--- src/rtl/uart_pkg.sv ---
// Shared UART framing constants and framer state encoding.
// The RX parser imports the same markers so both ends agree on the framing.
package uart_pkg;

  localparam logic [7:0] SOF_BYTE = 8'hAA;
  localparam logic [7:0] TYPE_RGB = 8'h43;
  localparam logic [7:0] TYPE_LED = 8'h4C;

  localparam int RGB_FRAME_LEN = 6;
  localparam int LED_FRAME_LEN = 4;

  typedef enum logic [1:0] {
    ST_IDLE,
    ST_LOAD,
    ST_XMIT,
    ST_DONE
  } framer_state_t;

endpackage

--- src/rtl/status_tx_framer_if.sv ---
// Request/serial-output bundle between the user-interface logic and the status framer.
interface status_tx_framer_if;
  logic        send_rgb;
  logic [23:0] rgb_msg;
  logic        send_led;
  logic [7:0]  led_msg;
  logic        tx_line;
  logic        busy;
  logic        frame_done;

  modport master (
    output send_rgb, rgb_msg, send_led, led_msg,
    input  tx_line, busy, frame_done
  );

  modport slave (
    input  send_rgb, rgb_msg, send_led, led_msg,
    output tx_line, busy, frame_done
  );
endinterface

--- src/rtl/uart_tx_byte.sv ---
// 8N1 byte serializer: start bit, 8 data bits LSB first, stop bit, CLKS_PER_BIT cycles each.
module uart_tx_byte #(
  parameter int CLKS_PER_BIT = 868
) (
  input  logic       sys_clk,
  input  logic       rst,
  input  logic       start,
  input  logic [7:0] data,
  output logic       tx,
  output logic       byte_done
);

  localparam int BW = $clog2(CLKS_PER_BIT);
  localparam logic [BW-1:0] BAUD_LAST = BW'(CLKS_PER_BIT - 1);

  logic [BW-1:0] baud;
  logic [3:0]    bit_cnt;
  logic [9:0]    shreg;
  logic          active;

  assign byte_done = active && (bit_cnt == 4'd9) && (baud == BAUD_LAST);

  always_ff @(posedge sys_clk) begin
    if (rst) begin
      tx      <= 1'b1;
      active  <= 1'b0;
      baud    <= '0;
      bit_cnt <= '0;
      shreg   <= '0;
    end else if (!active) begin
      if (start) begin
        active  <= 1'b1;
        shreg   <= {1'b1, data, 1'b0};
        tx      <= 1'b0;
        baud    <= '0;
        bit_cnt <= '0;
      end
    end else if (baud == BAUD_LAST) begin
      baud <= '0;
      if (bit_cnt == 4'd9) begin
        active  <= 1'b0;
        bit_cnt <= '0;
        tx      <= 1'b1;
      end else begin
        bit_cnt <= bit_cnt + 4'd1;
        shreg   <= {1'b1, shreg[9:1]};
        tx      <= shreg[1];
      end
    end else begin
      baud <= baud + BW'(1);
    end
  end

endmodule

--- src/rtl/status_tx_framer.sv ---
// Status transmit framer: queues one RGB and one LED report and sends them as framed 8N1 bytes.
//   state | meaning
//   IDLE  | no frame; pick pending RGB first, then LED
//   LOAD  | present current byte to the serializer and start it
//   XMIT  | serializer running the current byte
//   DONE  | frame complete, frame_done pulses
module status_tx_framer
  import uart_pkg::*;
#(
  parameter int CLKS_PER_BIT = 868
) (
  input  logic              sys_clk,
  input  logic              rst,
  status_tx_framer_if.slave bus
);

  framer_state_t state, state_nxt;

  logic        pend_rgb, pend_led;
  logic [23:0] pend_rgb_data;
  logic [7:0]  pend_led_data;
  logic [23:0] shadow;
  logic        frame_rgb;
  logic [2:0]  idx, last_idx;
  logic        take_rgb, take_led, idx_inc, byte_start, byte_done;
  logic [7:0]  cur_byte, chk;

  assign last_idx = frame_rgb ? 3'(RGB_FRAME_LEN - 1) : 3'(LED_FRAME_LEN - 1);
  assign chk = frame_rgb ? (TYPE_RGB ^ shadow[23:16] ^ shadow[15:8] ^ shadow[7:0])
                         : (TYPE_LED ^ shadow[7:0]);

  always_comb begin
    state_nxt  = state;
    take_rgb   = 1'b0;
    take_led   = 1'b0;
    idx_inc    = 1'b0;
    byte_start = 1'b0;
    case (state)
      ST_IDLE: begin
        if (pend_rgb) begin
          take_rgb  = 1'b1;
          state_nxt = ST_LOAD;
        end else if (pend_led) begin
          take_led  = 1'b1;
          state_nxt = ST_LOAD;
        end
      end
      ST_LOAD: begin
        byte_start = 1'b1;
        state_nxt  = ST_XMIT;
      end
      ST_XMIT: begin
        if (byte_done) begin
          if (idx == last_idx) begin
            state_nxt = ST_DONE;
          end else begin
            idx_inc   = 1'b1;
            state_nxt = ST_LOAD;
          end
        end
      end
      ST_DONE: state_nxt = ST_IDLE;
      default: state_nxt = ST_IDLE;
    endcase
  end

  always_comb begin
    cur_byte = SOF_BYTE;
    case (idx)
      3'd0:    cur_byte = SOF_BYTE;
      3'd1:    cur_byte = frame_rgb ? TYPE_RGB : TYPE_LED;
      3'd2:    cur_byte = frame_rgb ? shadow[23:16] : shadow[7:0];
      3'd3:    cur_byte = frame_rgb ? shadow[15:8] : chk;
      3'd4:    cur_byte = shadow[7:0];
      3'd5:    cur_byte = chk;
      default: cur_byte = SOF_BYTE;
    endcase
  end

  always_ff @(posedge sys_clk) begin
    if (rst) begin
      state         <= ST_IDLE;
      pend_rgb      <= 1'b0;
      pend_led      <= 1'b0;
      pend_rgb_data <= '0;
      pend_led_data <= '0;
      shadow        <= '0;
      frame_rgb     <= 1'b0;
      idx           <= '0;
    end else begin
      state <= state_nxt;
      if (take_rgb) begin
        shadow    <= pend_rgb_data;
        frame_rgb <= 1'b1;
        idx       <= '0;
        pend_rgb  <= 1'b0;
      end
      if (take_led) begin
        shadow    <= {16'h0000, pend_led_data};
        frame_rgb <= 1'b0;
        idx       <= '0;
        pend_led  <= 1'b0;
      end
      if (idx_inc) idx <= idx + 3'd1;
      // A request landing on the same cycle as its frame start re-arms the slot.
      if (bus.send_rgb) begin
        pend_rgb      <= 1'b1;
        pend_rgb_data <= bus.rgb_msg;
      end
      if (bus.send_led) begin
        pend_led      <= 1'b1;
        pend_led_data <= bus.led_msg;
      end
    end
  end

  uart_tx_byte #(.CLKS_PER_BIT(CLKS_PER_BIT)) u_tx_byte (
    .sys_clk   (sys_clk),
    .rst       (rst),
    .start     (byte_start),
    .data      (cur_byte),
    .tx        (bus.tx_line),
    .byte_done (byte_done)
  );

  assign bus.busy       = (state != ST_IDLE);
  assign bus.frame_done = (state == ST_DONE);

endmodule
--- src/flat_wrapper.sv ---
// flat-port wrapper written by rule: the top's interface ports become plain ports
module status_tx_framer_flat import uart_pkg::*;
#(
  parameter int CLKS_PER_BIT = 868
)
  (sys_clk, rst, bus_send_rgb, bus_rgb_msg, bus_send_led, bus_led_msg, bus_tx_line, bus_busy, bus_frame_done);
  status_tx_framer_if bus_i ();
  input  logic sys_clk;
  input  logic rst;
  input wire logic [$bits(bus_i.send_rgb)-1:0] bus_send_rgb;
  input wire logic [$bits(bus_i.rgb_msg)-1:0] bus_rgb_msg;
  input wire logic [$bits(bus_i.send_led)-1:0] bus_send_led;
  input wire logic [$bits(bus_i.led_msg)-1:0] bus_led_msg;
  output wire logic [$bits(bus_i.tx_line)-1:0] bus_tx_line;
  output wire logic [$bits(bus_i.busy)-1:0] bus_busy;
  output wire logic [$bits(bus_i.frame_done)-1:0] bus_frame_done;
  assign bus_i.send_rgb = bus_send_rgb;
  assign bus_i.rgb_msg = bus_rgb_msg;
  assign bus_i.send_led = bus_send_led;
  assign bus_i.led_msg = bus_led_msg;
  assign bus_tx_line = bus_i.tx_line;
  assign bus_busy = bus_i.busy;
  assign bus_frame_done = bus_i.frame_done;
  status_tx_framer #(.CLKS_PER_BIT(CLKS_PER_BIT)) u_core (.sys_clk(sys_clk), .rst(rst), .bus(bus_i));
endmodule
--- config.mk ---
export PLATFORM = sky130hd
export DESIGN_NAME = status_tx_framer_flat
export DESIGN_NICKNAME = d
export VERILOG_FILES = /design/src/rtl/uart_pkg.sv /design/src/rtl/status_tx_framer_if.sv /design/src/rtl/uart_tx_byte.sv /design/src/rtl/status_tx_framer.sv /design/src/flat_wrapper.sv
export SDC_FILE = /design/constraint.sdc
export NUM_CORES = 1
export LEC_CHECK = 0
export CAP_MARGIN = 20
export CELL_PAD_IN_SITES_DETAIL_PLACEMENT = 1
export CELL_PAD_IN_SITES_GLOBAL_PLACEMENT = 1
export CORE_MARGIN = 5
export CORE_UTILIZATION = 49
export CTS_BUF_LIST = sky130_fd_sc_hd__clkbuf_8
export DETAILED_ROUTE_END_ITERATION = 16
export PLACE_DENSITY = 0.95
export REMOVE_ABC_BUFFERS = 1
export SETUP_SLACK_MARGIN = 0.5
export SLEW_MARGIN = 20
export SYNTH_ARGS = -nofsm -noshare
export SYNTH_HDL_FRONTEND = slang
export SYNTH_SLANG_ARGS = --single-unit
--- constraint.sdc ---
create_clock -name sys_clk -period 3.9 [get_ports sys_clk]
set_input_delay 0.78 -clock sys_clk [delete_from_list [all_inputs] [get_ports sys_clk]]
set_output_delay 0.78 -clock sys_clk [all_outputs]
set_load 0.005 [all_outputs]
== After elaboration in Yosys (flattened, before gate mapping) ==
Index checks and enable logic that the tools add are counted.
Word-level totals
  bits in registers: 90
  bits in latches: 0
  RAM bits: 0
  memory bits (read-only): 0
  input port bits: 36
  output and inout bits: 3
  logic and storage cells: 97
  memories kept: 0
Cells by class
  add/subtract/negate cells: 3
  multiply operators: 0
  divide/modulo/power cells: 0
  $lt $le $gt $ge: 0
  eq/ne operators: 15
  shift operators: 0
  multiplexer cells: 48
  bitwise logic cells: 4
  reduce and logical (&&, ||, !) cells: 13
Operators by type and width (count)
  $mux W10: 7
  $mux W8: 5
  $pmux W8 S5: 1
  $mux W1: 21
  $mux W4: 5
  $xor A8 B8 Y8: 2
  $mux W3: 4
  $add A10 B1 Y10 const B: 1
  $eq A10 B10 Y1 const B: 1
  $reduce_bool A2 Y1: 5
  $mux W2: 4
  $pmux W2 S4: 1
  $eq A3 B2 Y1 const B: 2
  $eq A3 B3 Y1 const B: 2
  $not A3 Y3: 2
  $add A4 B1 Y4 const B: 1
  $eq A2 B2 Y1 const B: 2
  $eq A4 B4 Y1 const B: 1
  $ne A2 B1 Y1 const B: 2
  $reduce_and A2 Y1: 2
  $add A3 B1 Y3 const B: 1
  $eq A3 B1 Y1 const B: 1
  $eq A3 B3 Y1: 1
  $ne A3 B1 Y1 const B: 1
  7 further kinds: 8

== Logic depth before layout (Yosys ltp) ==
  depth after elaboration: 8
  depth in mapped cells: 9
  mapped depth without buffers: 7

== Cells and area by module ==
A second synthesis with hierarchy kept.
Unflattened totals
  cell total of the unflattened synthesis: 500
  area, all modules: 4347.9 µm²
By module, submodules not included
  status_tx_framer: instances 1, cells an instance 361, area each 3088.0 µm², sequential area each 1281.2 µm²
  uart_tx_byte: instances 1, cells an instance 139, area each 1260.0 µm², sequential area each 500.5 µm²

== Worst setup path before layout ==
No wires, ideal clock.
  path kind: flip-flop to flip-flop
  start: register u_core.idx[2]
  end: register u_core.u_tx_byte.shreg[8]
  library setup time: 117 ps
  arrival time: 1931 ps
  slack: 1851 ps
  stages on the path, launching flop included: 9
  cells stage by stage: dfxtp_1 > clkbuf_1 > inv_1 > ha_1 > clkbuf_1 > a22o_1 > a221oi_1 > o21ai_0 > a32o_1
Between the ends
  longest elaborated chain between the ends: 4
Ends and longest elaborated chain
  start: declaration: RTL line status_tx_framer.sv:24  | logic [2:0] idx, last_idx;
  start signal: assignment: RTL line status_tx_framer.sv:104  | if (idx_inc) idx <= idx + 3'd1;
  $eq A3 B3 Y1, or another cell as far along: RTL line status_tx_framer.sv:69  | case (idx)
  $pmux W8 S5 (*): RTL line status_tx_framer.sv:69
  $mux W10 (*): RTL line uart_tx_byte.sv:31  | if (start) begin
  $mux W10 (*): RTL line uart_tx_byte.sv:30  | end else if (!active) begin
  end signal: assignment: RTL line uart_tx_byte.sv:33  | shreg <= {1'b1, data, 1'b0};
  end signal: assignment: RTL line uart_tx_byte.sv:46  | shreg <= {1'b1, shreg[9:1]};
  end: declaration: RTL line uart_tx_byte.sv:18  | logic [9:0] shreg;
Mark *: on every way between the ends. The rest lies on a longest branch, timed or not. The select of a mux whose other input is x is not followed.
A chain may end at the register's enable or synchronous reset.

== Worst setup path after layout ==
  start: register u_core.u_tx_byte.baud[0]
  end: register u_core.u_tx_byte.shreg[8]
Between the ends
  longest elaborated chain between the ends: 3
Ends and longest elaborated chain
  start: declaration: RTL line uart_tx_byte.sv:16  | logic [BW-1:0] baud;
  start signal: assignment: RTL line uart_tx_byte.sv:50  | baud <= baud + BW'(1);
  $eq A10 B10 Y1: RTL line uart_tx_byte.sv:38  | end else if (baud == BAUD_LAST) begin
  $ne A2 B1 Y1 (no source line)
  $reduce_and A3 Y1 (no source line)
Every way passes these cells.

==> results_dict.tcl <==
set metrics [dict create \
    status "finished clean" \
    worst_hold_slack_ns 0.459 \
    share_seq_of_total_power 0.513 \
    ctsRootBufferMaster "sky130_fd_sc_hd__clkbuf_8" \
    initial_core_util 0.496 \
    chipHeight_um 103 \
    end_kind "register" \
    grt_first_pass_wirelength_um 19500 \
    finalClockSkew_ns 0.0124 \
    mux_share_of_post_synthesis_cell_area 0.119 \
    slew_headroom 0.312 \
    internal_power_mw 1.43 \
    max-vdd-ir-drop_mv 0.233 \
    hp-start "u_core.pend_rgb_data[17]$_SDFFE_PP0P_" \
    power_density_cells_mw_per_mm2 416 \
    cts-root-to-sink-buffers 2 \
    route.detailed.drc 0 \
    vias_per_cell 5.83 \
    worstPathArrival_ns 2.75 \
    chipWidth_um 103 \
    synthesis.instances 495 \
    synthSimpleGateAreaFrac 0.207 \
    post_synthesis_async_set_or_reset_flop_share 0 \
    hold_viol_final 0 \
    first_global_vias 4142 \
    finalPower_mw 2.04 \
    synth_fa_ha_area_frac 0.0235 \
    whs_endpoint "u_core.shadow[17]$_SDFFE_PP0P_" \
    dr.pass1.iters 4 \
    instance_count_along_the_most_critical_hold_path 2 \
    synth_flop_cell "sky130_fd_sc_hd__dfxtp_1" \
    worst-slew-pin-transition_ns 1.03 \
    synth_edf_count 0 \
    share_of_the_yosys_chip_area_belonging_to_registers 0.418 \
    clock_insertion_delay_worst_skew_ns 0.37 \
    largest_family_of_logic_cells_by_synthesized_area "simple AND/OR/NAND/NOR gates" \
    pin_count_of_the_biggest_net_entering_global_routing 40 \
    tritoncts_clock_tree "done" \
    post_cts_clock_slew_at_the_launch_and_capture_registers_of_the_worst_setup_and_hold_paths_ns 0.10 \
    drt-initial-drc-count 206 \
    synth_top_area_share 0.418 \
    timing.final.crit_period_ns 2.49 \
    worst_ep_required_time_ns 4.16 \
    synth_area_in_compound_gates 0.160 \
    swShare 0.296 \
    period_share 0.638 \
    num-fill-cells 1023 \
    placementRows 34 \
    reg2reg_from "u_core.u_tx_byte.baud[0]$_SDFFE_PP0P_" \
    hold_crit_class "register to register" \
    syn-mean-instance-area_um2 8.62 \
    synth-seq-cells 89 \
    timing.fmax_mhz 402 \
    rrSetupSlack_ns 1.41 \
    ys_warn_count 0 \
    final-setup-viol-count 0 \
    post_cts.repair.setup_buffers 0 \
    post_cts_resized 0 \
    clkPwrFrac 0.335 \
    reg2reg_depth 6 \
    synthXorXnorAreaFrac 0.0267 \
    core_area_mm2 0.00859 \
    cts_sinks 89 \
    io_buffer_count 38 \
    dieArea_mm2 0.0107 \
    post_synth_main_area_contributors "sky130_fd_sc_hd__dfxtp_1 42%, sky130_fd_sc_hd__mux2i_1 11%, sky130_fd_sc_hd__nor2_1 5.7%" \
    all_layer_gr_usage 0.233 \
    dp.final_hpwl_um 8170 \
    num_antenna_cells 0 \
    gp_congestion 0.891 \
    final_max_slew_violation_count 0 \
    drive_gt1_frac 0.0613 \
    ctsHoldBuffers 0 \
    regToRegEndpoint "u_core.u_tx_byte.shreg[8]$_SDFFE_PP0P_" \
    timing.critical_path.fanout_max 11 \
    grt_remaining_overflow 0 \
    netlist_area_before_placement_mm2 0.00427 \
    final_setup_tns_ns 0 \
    worst_setup_path_start_kind "register" \
    power.combinational.fraction 0.153 \
    ant_nets 0 \
    vias 3673 \
    synth.distinct_cells 55 \
    power.leakage_nw 1.90 \
    ctsHtreeMaxLevel 3 \
    area_delta_synth_final_pct 14.7 \
    final_net_count 561 \
    netSwitchingPower_mw 0.602 \
    post_drt_wl_per_cell_um 18.3 \
    rsz0062_at_grt "no" \
    yosys.area.top_type "sky130_fd_sc_hd__dfxtp_1" \
    antenna_violations_before_repair 0 \
    totalWireLength_um 11500 \
    cts_buffers 9 \
    maxCapViolations 0 \
    io-pin-count 39 \
    crit_type "register to register" \
]
stage by stage:
stage | utilization | instance area, um2 | cells | setup WS (ns)
floorplan | - | 4130 | 463 | 1.90
global placement | 0.545 | 4680 | 614 | 1.58
detailed placement | 0.545 | 4680 | 614 | 1.48
CTS | 0.569 | 4890 | 630 | 1.40
global route | 0.569 | 4890 | 630 | 1.12
finish | 0.569 | 4890 | 630 | 1.41
layer usage:
metal / GRT usage / share of wire / vias to the layer above
met2: 0.421 / 0.53 / 78
met1: 0.258 / 0.41 / 1782
met4: 0.122 / 0.032 / 0
li1: - / - / 1781
met3: 0.0456 / 0.033 / 32
met5: 0 / 0 / -
cells by family (layout without fill, tap and decap cells):
family          Yosys count  in the layout
xor+xnor                 13             13
buf+inv                  49             76
mux                      50             50
fa+ha+maj                 8              8
flops                    89             89
simple gates            183            183
compound gates          103            103
power by group through the flow:
| stage | Combinational [mW] | Sequential [mW] | Clock [mW] |
|---|---|---|---|
| after CTS | 0.313 | 1.04 | 0.689 |
| after detailed placement | 0.308 | 1.06 | 0 |
| final | 0.311 | 1.04 | 0.681 |
| after floorplan | 0.184 | 1.04 | 0 |
| after global routing | 0.347 | 1.05 | 0.733 |
| after global placement | 0.287 | 1.06 | 0 |
cells in the mapped netlist (all sizes together) (3+ instances only):
library cell,count
mux2i,47
xnor2,9
or2,3
nand2b,4
a221oi,4
nand3b,5
buf,5
a211oi,10
nand2,59
nor3,8
a32o,6
nand3,10
a31oi,4
or3,4
a22oi,3
and3,4
xor2,4
dfxtp,89
ha,8
o21ai,19
o31ai,3
and2,4
nor2,66
mux2,3
nor4,3
a21oi,35
clkbuf,27
inv,17
a311oi,5
registers in the layout (all words and copies together) (netlist names), 2 cells and up:
register / flops
u_core.idx: 3
u_core.u_tx_byte.baud: 10
u_core.state: 2
u_core.pend_rgb_data: 24
u_core.shadow: 24
u_core.pend_led_data: 8
u_core.u_tx_byte.shreg: 9
u_core.u_tx_byte.bit_cnt: 4
cell usage in the layout, fill, tap and decap left out, types with 6 or more instances in the layout:
cell type                         count
sky130_fd_sc_hd__nor2_1              65
sky130_fd_sc_hd__nand2_1             58
sky130_fd_sc_hd__ha_1                 8
sky130_fd_sc_hd__a32o_1               6
sky130_fd_sc_hd__dfxtp_1             89
sky130_fd_sc_hd__mux2i_1             47
sky130_fd_sc_hd__o21ai_0             16
sky130_fd_sc_hd__a21oi_1             35
sky130_fd_sc_hd__a211oi_1            10
sky130_fd_sc_hd__inv_1               17
sky130_fd_sc_hd__nand3_1             10
sky130_fd_sc_hd__clkdlybuf4s50_1     37
sky130_fd_sc_hd__nor3_1               8
sky130_fd_sc_hd__xnor2_1              9
sky130_fd_sc_hd__clkbuf_8            10
worst max path at each step:
stage          slack [ns]                             startpoint                                      to
6_report             1.41  u_core.u_tx_byte.baud[0]$_SDFFE_PP0P_  u_core.u_tx_byte.shreg[8]$_SDFFE_PP0P_
5_1_grt              1.12     u_core.u_tx_byte.active$_SDFF_PP0_  u_core.u_tx_byte.shreg[2]$_SDFFE_PP0P_
4_1_cts              1.40  u_core.u_tx_byte.baud[0]$_SDFFE_PP0P_  u_core.u_tx_byte.shreg[8]$_SDFFE_PP0P_
3_5_place_dp         1.48  u_core.u_tx_byte.baud[0]$_SDFFE_PP0P_  u_core.u_tx_byte.shreg[8]$_SDFFE_PP0P_
3_3_place_gp         1.58  u_core.u_tx_byte.baud[0]$_SDFFE_PP0P_  u_core.u_tx_byte.shreg[6]$_SDFFE_PP0P_
2_1_floorplan        1.90           u_core.state[1]$_SDFFE_PP0P_            u_core.pend_led$_SDFFE_PP0P_
critical path, stage by stage (launching register included):
cell	delay, ns
sky130_fd_sc_hd__dfxtp_1	0.38
sky130_fd_sc_hd__ha_1	0.27
sky130_fd_sc_hd__and4bb_1	0.28
sky130_fd_sc_hd__nand4_1	0.20
sky130_fd_sc_hd__a21oi_1	0.75
sky130_fd_sc_hd__nor2_1	0.22
sky130_fd_sc_hd__a32o_1	0.27
area by class of cell:
type,count,area (um2),share of cell area
clock buffers,10,138,0.0281
multi-input cells,357,2290,0.468
clock inverters,6,73.8,0.0151
well taps,108,135,0.0276
flip-flops and latches,89,1780,0.364
repair buffers,43,413,0.0844
inverters,17,63.8,0.0130
Note: power is estimated with default switching activity, not from simulation.
